==> config.mk <==
export PLATFORM = sky130hd
export DESIGN_NAME = mem_responder
export DESIGN_NICKNAME = d
export VERILOG_FILES = /design/src/rtl/mem_responder.sv
export SDC_FILE = /design/constraint.sdc
export NUM_CORES = 1
export LEC_CHECK = 0
export CORE_MARGIN = 4
export CORE_UTILIZATION = 45
export CTS_CLUSTER_DIAMETER = 50
export DETAILED_ROUTE_END_ITERATION = 16
export PLACE_DENSITY = 0.91
export SYNTH_ARGS = -nofsm -noshare
export SYNTH_HDL_FRONTEND = slang
export SYNTH_SLANG_ARGS = --single-unit
==> constraint.sdc <==
create_clock -name clk -period 4.6 [get_ports clk]
set_clock_uncertainty 0.05 [all_clocks]
set_input_delay 0.92 -clock clk [delete_from_list [all_inputs] [get_ports clk]]
set_output_delay 0.92 -clock clk [all_outputs]
set_load 0.01 [all_outputs]
==> src/rtl/mem_responder.sv <==
// Responder for the core's fetch and load/store traffic. It serialises both onto a
// single-port backing memory and strobes pc_enable once each instruction completes.
module mem_responder #(
    parameter int unsigned MEM_WORDS = 1024,
    parameter int unsigned TIMEOUT   = 255,
    parameter logic [31:0] NOP_INST  = 32'h0000_0013
) (
    input  logic        clk,
    input  logic        rst,
    input  logic [31:0] instruction_address,
    input  logic [31:0] data_address,
    input  logic        dm_read_en,
    input  logic        dm_write_en,
    input  logic        store_byte,
    input  logic [31:0] data_to_write,
    output logic [31:0] instruction_read,
    output logic [31:0] data_read,
    output logic        pc_enable,
    output logic        mem_req,
    output logic        mem_we,
    output logic [29:0] mem_addr,
    output logic [3:0]  mem_be,
    output logic [31:0] mem_wdata,
    input  logic [31:0] mem_rdata,
    input  logic        mem_ack,
    output logic        bus_error
);

    localparam logic [32:0] BYTE_LIMIT = 33'(MEM_WORDS) << 2;
    localparam logic [7:0]  WAIT_LAST  = 8'(TIMEOUT - 1);

    typedef enum logic [2:0] {
        S_FETCH,
        S_FETCH_WAIT,
        S_DECODE,
        S_DATA,
        S_DATA_WAIT,
        S_COMMIT
    } state_t;

    state_t      state_reg, state_next;
    logic [31:0] instr_reg, instr_next;
    logic [31:0] dread_reg, dread_next;
    logic        pc_enable_reg, pc_enable_next;
    logic        req_reg, req_next;
    logic        we_reg, we_next;
    logic [29:0] addr_reg, addr_next;
    logic [3:0]  be_reg, be_next;
    logic [31:0] wdata_reg, wdata_next;
    logic        bus_error_reg, bus_error_next;
    logic [7:0]  wait_cnt_reg, wait_cnt_next;
    logic        is_write_reg, is_write_next;

    logic fetch_fault;
    logic data_fault;
    logic acked;
    logic timed_out;

    assign fetch_fault = {1'b0, instruction_address} >= BYTE_LIMIT;
    assign data_fault  = {1'b0, data_address} >= BYTE_LIMIT;
    // An ack only counts while a request is actually outstanding.
    assign acked       = req_reg && mem_ack;
    assign timed_out   = req_reg && !mem_ack && (wait_cnt_reg == WAIT_LAST);

    always_comb begin
        state_next     = state_reg;
        instr_next     = instr_reg;
        dread_next     = dread_reg;
        pc_enable_next = 1'b0;
        req_next       = req_reg;
        we_next        = we_reg;
        addr_next      = addr_reg;
        be_next        = be_reg;
        wdata_next     = wdata_reg;
        bus_error_next = 1'b0;
        wait_cnt_next  = wait_cnt_reg;
        is_write_next  = is_write_reg;

        case (state_reg)
            S_FETCH: begin
                if (fetch_fault) begin
                    instr_next     = NOP_INST;
                    bus_error_next = 1'b1;
                    state_next     = S_DECODE;
                end else begin
                    req_next      = 1'b1;
                    we_next       = 1'b0;
                    be_next       = 4'b1111;
                    addr_next     = instruction_address[31:2];
                    wait_cnt_next = 8'd0;
                    state_next    = S_FETCH_WAIT;
                end
            end
            S_FETCH_WAIT: begin
                if (acked) begin
                    instr_next = mem_rdata;
                    req_next   = 1'b0;
                    state_next = S_DECODE;
                end else if (timed_out) begin
                    instr_next     = NOP_INST;
                    req_next       = 1'b0;
                    bus_error_next = 1'b1;
                    state_next     = S_DECODE;
                end else begin
                    wait_cnt_next = wait_cnt_reg + 8'd1;
                end
            end
            S_DECODE: begin
                if (dm_write_en) begin
                    is_write_next = 1'b1;
                    state_next    = S_DATA;
                end else if (dm_read_en) begin
                    is_write_next = 1'b0;
                    state_next    = S_DATA;
                end else begin
                    pc_enable_next = 1'b1;
                    state_next     = S_COMMIT;
                end
            end
            S_DATA: begin
                if (data_fault) begin
                    if (!is_write_reg) begin
                        dread_next = 32'd0;
                    end
                    bus_error_next = 1'b1;
                    pc_enable_next = 1'b1;
                    state_next     = S_COMMIT;
                end else begin
                    req_next      = 1'b1;
                    we_next       = is_write_reg;
                    addr_next     = data_address[31:2];
                    wait_cnt_next = 8'd0;
                    // Byte stores replicate the byte so any lane can pick it up.
                    if (is_write_reg && store_byte) begin
                        be_next    = 4'b0001 << data_address[1:0];
                        wdata_next = {4{data_to_write[7:0]}};
                    end else begin
                        be_next    = 4'b1111;
                        wdata_next = data_to_write;
                    end
                    state_next = S_DATA_WAIT;
                end
            end
            S_DATA_WAIT: begin
                if (acked) begin
                    if (!is_write_reg) begin
                        dread_next = mem_rdata;
                    end
                    req_next       = 1'b0;
                    pc_enable_next = 1'b1;
                    state_next     = S_COMMIT;
                end else if (timed_out) begin
                    if (!is_write_reg) begin
                        dread_next = 32'd0;
                    end
                    req_next       = 1'b0;
                    bus_error_next = 1'b1;
                    pc_enable_next = 1'b1;
                    state_next     = S_COMMIT;
                end else begin
                    wait_cnt_next = wait_cnt_reg + 8'd1;
                end
            end
            S_COMMIT: begin
                state_next = S_FETCH;
            end
            default: begin
                state_next = S_FETCH;
            end
        endcase
    end

    always_ff @(posedge clk or negedge rst) begin
        if (!rst) begin
            state_reg     <= S_FETCH;
            instr_reg     <= NOP_INST;
            dread_reg     <= 32'd0;
            pc_enable_reg <= 1'b0;
            req_reg       <= 1'b0;
            we_reg        <= 1'b0;
            addr_reg      <= 30'd0;
            be_reg        <= 4'd0;
            wdata_reg     <= 32'd0;
            bus_error_reg <= 1'b0;
            wait_cnt_reg  <= 8'd0;
            is_write_reg  <= 1'b0;
        end else begin
            state_reg     <= state_next;
            instr_reg     <= instr_next;
            dread_reg     <= dread_next;
            pc_enable_reg <= pc_enable_next;
            req_reg       <= req_next;
            we_reg        <= we_next;
            addr_reg      <= addr_next;
            be_reg        <= be_next;
            wdata_reg     <= wdata_next;
            bus_error_reg <= bus_error_next;
            wait_cnt_reg  <= wait_cnt_next;
            is_write_reg  <= is_write_next;
        end
    end

    assign instruction_read = instr_reg;
    assign data_read        = dread_reg;
    assign pc_enable        = pc_enable_reg;
    assign mem_req          = req_reg;
    assign mem_we           = we_reg;
    assign mem_addr         = addr_reg;
    assign mem_be           = be_reg;
    assign mem_wdata        = wdata_reg;
    assign bus_error        = bus_error_reg;

endmodule
### Word-level counts from Yosys, hierarchy flattened

Cells that the tools add are included.

* flip-flop bits (word level): 146
* word-level logic and storage cells: 103
* output and inout bits: 134

* reductions and logical operators: 20
* $add $sub $neg: 1
* bitwise logic cells: 1
* equality and inequality tests: 15
* muxes and demuxes: 51
* order comparisons: 2
* shift operators: 1

Operator list (number)
* $mux 32: 9
* $pmux 32 s2: 2
* $ge 32x13->1 const B: 2
* $mux 30: 2
* $pmux 30 s2: 1
* $mux 8: 4
* $pmux 8 s3: 1
* $mux 3: 6
* $mux 1: 16
* $pmux 3 s5: 1
* $mux 4: 3
* $ne 2x2->1 const B: 6
* $ne 3x3->1 const B: 3
* $pmux 1 s3: 3
* $add 8x1->8 const B: 1
* $eq 8x8->1 const B: 1
* $pmux 4 s2: 1
* $reduce_and 4->1: 2
* $reduce_bool 2->1: 4
* $eq 3x2->1 const B: 2
* $reduce_and 2->1: 3
* $reduce_and 3->1: 2
* $reduce_and 5->1: 1
* $logic_and 1x1->1: 4
* 11 further kinds: 11

### Longest topological paths before layout

* depth after elaboration: 6
* gate-level depth with buffers: 10
* mapped depth without buffers: 8

### Worst setup path before layout

OpenSTA, ideal clock, no wires.

* path type: input-to-reg
* start: in instruction_address[20]
* end: reg be_reg[1], in the netlist mem_be[1]
* stages on the path: 7
* slack: 2.259 ns
* data required time: 4.419 ns
* arrival: 2.160 ns
* cells stage by stage: nor4_2 > nand3_2 > o31ai_2 > nand3_2 > buf_6 > a2111oi_4 > a21oi_1

* word-level cells in the longest chain between the ends: 3

RTL lines
* from (decl): RTL line 10 `input logic [31:0] instruction_address,`
* $ge 32x13->1: RTL line 59 `assign fetch_fault = {1'b0, instruction_address} >= BYTE_LIMIT;`
* $ne 2x2->1 (no source line)
* $reduce_and 3->1 (no source line)
* to (signal assigned): RTL line 195 `be_reg <= be_next;`
* to (decl): RTL line 48 `logic [3:0] be_reg, be_next;`

Every way passes these cells.
A chain may end at the register's enable or synchronous reset.

### Worst setup path after layout

* start: in data_address[12]
* end: reg addr_reg[6], in the netlist mem_addr[6]

* word-level cells in the longest chain between the ends: 3

RTL lines
* from (decl): RTL line 11 `input logic [31:0] data_address,`
* $ge 32x13->1: RTL line 60 `assign data_fault = {1'b0, data_address} >= BYTE_LIMIT;`
* $ne 2x2->1 (no source line)
* $reduce_and 3->1 (no source line)
* to (signal assigned): RTL line 194 `addr_reg <= addr_next;`
* to (decl): RTL line 47 `logic [29:0] addr_reg, addr_next;`

Every way passes these cells.

==> impl_metrics.csv <==
group,metric,value,unit
status,outcome,"complete, no violations",
sta,finalHoldViolCount,0,
final_layout,nets,912,
setup_path,cp.required,4830,ps
power_and_ir_drop,vdd_ir_drop_max,0.221,mV
setup_path,critical_path_class,"input port to flop",
clock_tree,insertion_delay,410,ps
die,ios,268,
sta,fin_crit,3250,ps
route,drt_first_pass_iters,6,
placement,gp_congestion,0.887,
setup_path,cp-start-kind,"input port",
final_layout,drive_gt1_share,8.62,%
global_route,track_usage,25.2,%
yosys,yosys_warnings,0,
final_layout,n_antenna_cell,0,
yosys,synthCells,517,
clock_tree,cts_tree,"yes",
route,drtIter0Drc,451,
final_layout,mostFrequentLayoutCells,"264 x clkdlybuf4s50_1, 143 x dfrtp_1, 64 x a22o_1",
clock_tree,clkTransAtPathRegs,60,ps
die,design.core.area,0.0128,mm^2
placement,io_buffers,265,
die,die_w,123,um
final_layout,layout_commonest_cell,"clkdlybuf4s50_1",
worst_hold_path,hold_depth,1,
route,vias_per_cell,5.60,
yosys,syn_nets,653,
route,wl,19000,um
sta,fmax,0.307,GHz
global_route,grt.met3_usage,9.24,%
power_and_ir_drop,power_density,556,mW/mm^2
die,rows,41,
setup_path,crit_arrival,3480,ps
flow_run,maxCapViolations,0,
die,dieArea,0.0152,mm^2
power_and_ir_drop,comb_power_share,35.6,%
worst_hold_path,worstHoldPathType,"flop to flop",
global_route,use_met2,40.9,%
power_and_ir_drop,switchingPower,1690,uW
setup_path,cp_max_fo,27,
yosys,syn_area,0.00600,mm^2
power_and_ir_drop,switching_share,32.3,%
power_and_ir_drop,internal_power,3540,uW
yosys,avgSynthCellArea,11.6,um^2
route,drcViolationCount,0,
sta,report.final.setup_viol,0,
clock_tree,htree_levels,4,
sta,worst-slew-pin-transition,1120,ps
final_layout,area_delta_synth_final,56.6,%
global_route,grt_overflow,0,
power_and_ir_drop,pwr-share-seq,36.8,%
global_route,grt-busiest-layer,"met2",
global_route,grt_max_degree,113,
clock_tree,cts_hold_buffers,0,
yosys,synth_cell_type_count,49,
sta,report.final.slew_viol_count,0,
yosys,ys_ff_latch,146,
global_route,grt_pass1_vias,5622,
clock_tree,root_buffer,"clkbuf_16",
route,ant_nets,0,
sta,hold_slack,434,ps
route,vias,5381,
sta,rsz0062_at_grt,"no",
sta,slew_headroom,25.0,%
yosys,synthArstFlopShare,100,%
clock_tree,cts_resized,0,
die,die_h,123,um
clock_tree,post_cts_buffers,0,
clock_tree,clockBufferDepth,2,
clock_tree,clock-sinks,146,
sta,fin_crit_sh,70.7,%
setup_path,r2r_cells,4,
sta,fin_setup_tns,0,ps
global_route,antenna_found_initial,0,
global_route,grt_pass1_wl,29300,um
die,initial_core_util,46.8,%
setup_path,end_kind,"flop",
yosys,synth-main-ff-cell,"dfrtp_1",
route,wl_per_cell,19.8,um
clock_tree,numCtsBuffers,17,
yosys,seq_area_frac_synth,61.0,%
power_and_ir_drop,p_leak,0.00418,uW
placement,dp_hpwl,14000,um
power_and_ir_drop,clkPwrFrac,27.6,%
yosys,synth_edf_count,0,
global_route,grt.met1_usage,29.1,%
[cell families (layout without fill, tap and decap cells)]
group	count (synthesis)	after routing	share of synthesized area [%]
AO/OA/AOI/OAI	170	170	19.6
flip-flops	146	146	61.0
AND/OR/NAND/NOR	139	139	11.9
buffers and inverters	38	310	3.09
adder cells (fa/ha/maj)	2	2	0.417
multiplexers	20	20	3.67
XOR/XNOR	2	2	0.292
[layout make-up]
| cell class | instances | area (um^2) |
|---|---|---|
| Sequential cell | 146 | 3660 |
| Fill cell | 843 | 3430 |
| Timing Repair Buffer | 272 | 2710 |
| Multi-Input combinational cell | 333 | 2180 |
| Clock buffer | 19 | 433 |
| Tap cell | 172 | 215 |
| Clock inverter | 13 | 184 |
| Inverter | 6 | 22.5 |
[per-stage QoR]
stage	cell area (um^2)	power, uW	std cells	util [%]	worst slack (ps)
after global placement	8780	3700	929	68.4	1080
after floorplan	6000	2760	517	-	2260
after detailed placement	8780	3780	929	68.4	911
final	9400	5230	961	73.3	1350
after CTS	9400	5260	961	73.3	1350
after global routing	9400	5500	961	73.3	1180
[path summary, 6_finish.rpt]
path	start	slack [ps]	end
hold reg to reg	mem_addr[28]$_DFFE_PN0P_	430	mem_addr[28]$_DFFE_PN0P_
setup reg to reg	state_reg[0]$_DFFE_PN0P_	1630	mem_wdata[6]$_DFFE_PN0P_
min in group asynchronous	rst	580	mem_wdata[0]$_DFFE_PN0P_
setup / recovery	data_address[12]	1350	mem_addr[6]$_DFFE_PN0P_
hold / removal	mem_addr[28]$_DFFE_PN0P_	430	mem_addr[28]$_DFFE_PN0P_
max in group asynchronous	rst	2870	data_read[7]$_DFFE_PN0P_
[critical path, stage by stage]
cell	delay, ps
clkdlybuf4s50_1	460
nor4_1	300
nand3_1	290
o21ai_1	380
nand3_2	540
buf_4	410
nand2_1	90
o21ai_0	100
[synthesized netlist by cell type (3+ instances only)]
| master | n | area [um^2] |
|---|---|---|
| nor3_1 | 5 | 25.0 |
| and2_1 | 20 | 125 |
| nand2_1 | 31 | 116 |
| inv_1 | 5 | 18.8 |
| and3_1 | 9 | 56.3 |
| mux2i_1 | 10 | 100 |
| a22o_1 | 64 | 561 |
| a21oi_1 | 59 | 295 |
| o22a_1 | 3 | 26.3 |
| nor4_2 | 3 | 37.5 |
| dfstp_2 | 3 | 78.8 |
| mux2_2 | 8 | 90.1 |
| nor2_1 | 43 | 161 |
| clkbuf_1 | 12 | 45.0 |
| dfrtp_1 | 143 | 3580 |
| nor4_1 | 8 | 50.1 |
| o21ai_0 | 27 | 135 |
| nand3_1 | 5 | 25.0 |
| buf_2 | 16 | 80.1 |
| buf_6 | 3 | 33.8 |
[layer usage]
layer / vias up / share of wire [%] / wire length (um)
li1: 2393 / - / -
met1: 2609 / 37 / 7000
met2: 326 / 48 / 9060
met3: 53 / 11 / 2190
met4: 0 / 4.2 / 792
met5: - / 0 / 0
[power groups by stage]
stage | logic (uW) | registers (uW) | clock network [uW]
floorplan | 783 | 1980 | 0
global placement | 1800 | 1900 | 0
detailed placement | 1850 | 1930 | 0
CTS | 1870 | 1920 | 1470
global route | 2000 | 1960 | 1530
finish | 1860 | 1920 | 1440
(Power assumes the default switching activity.)
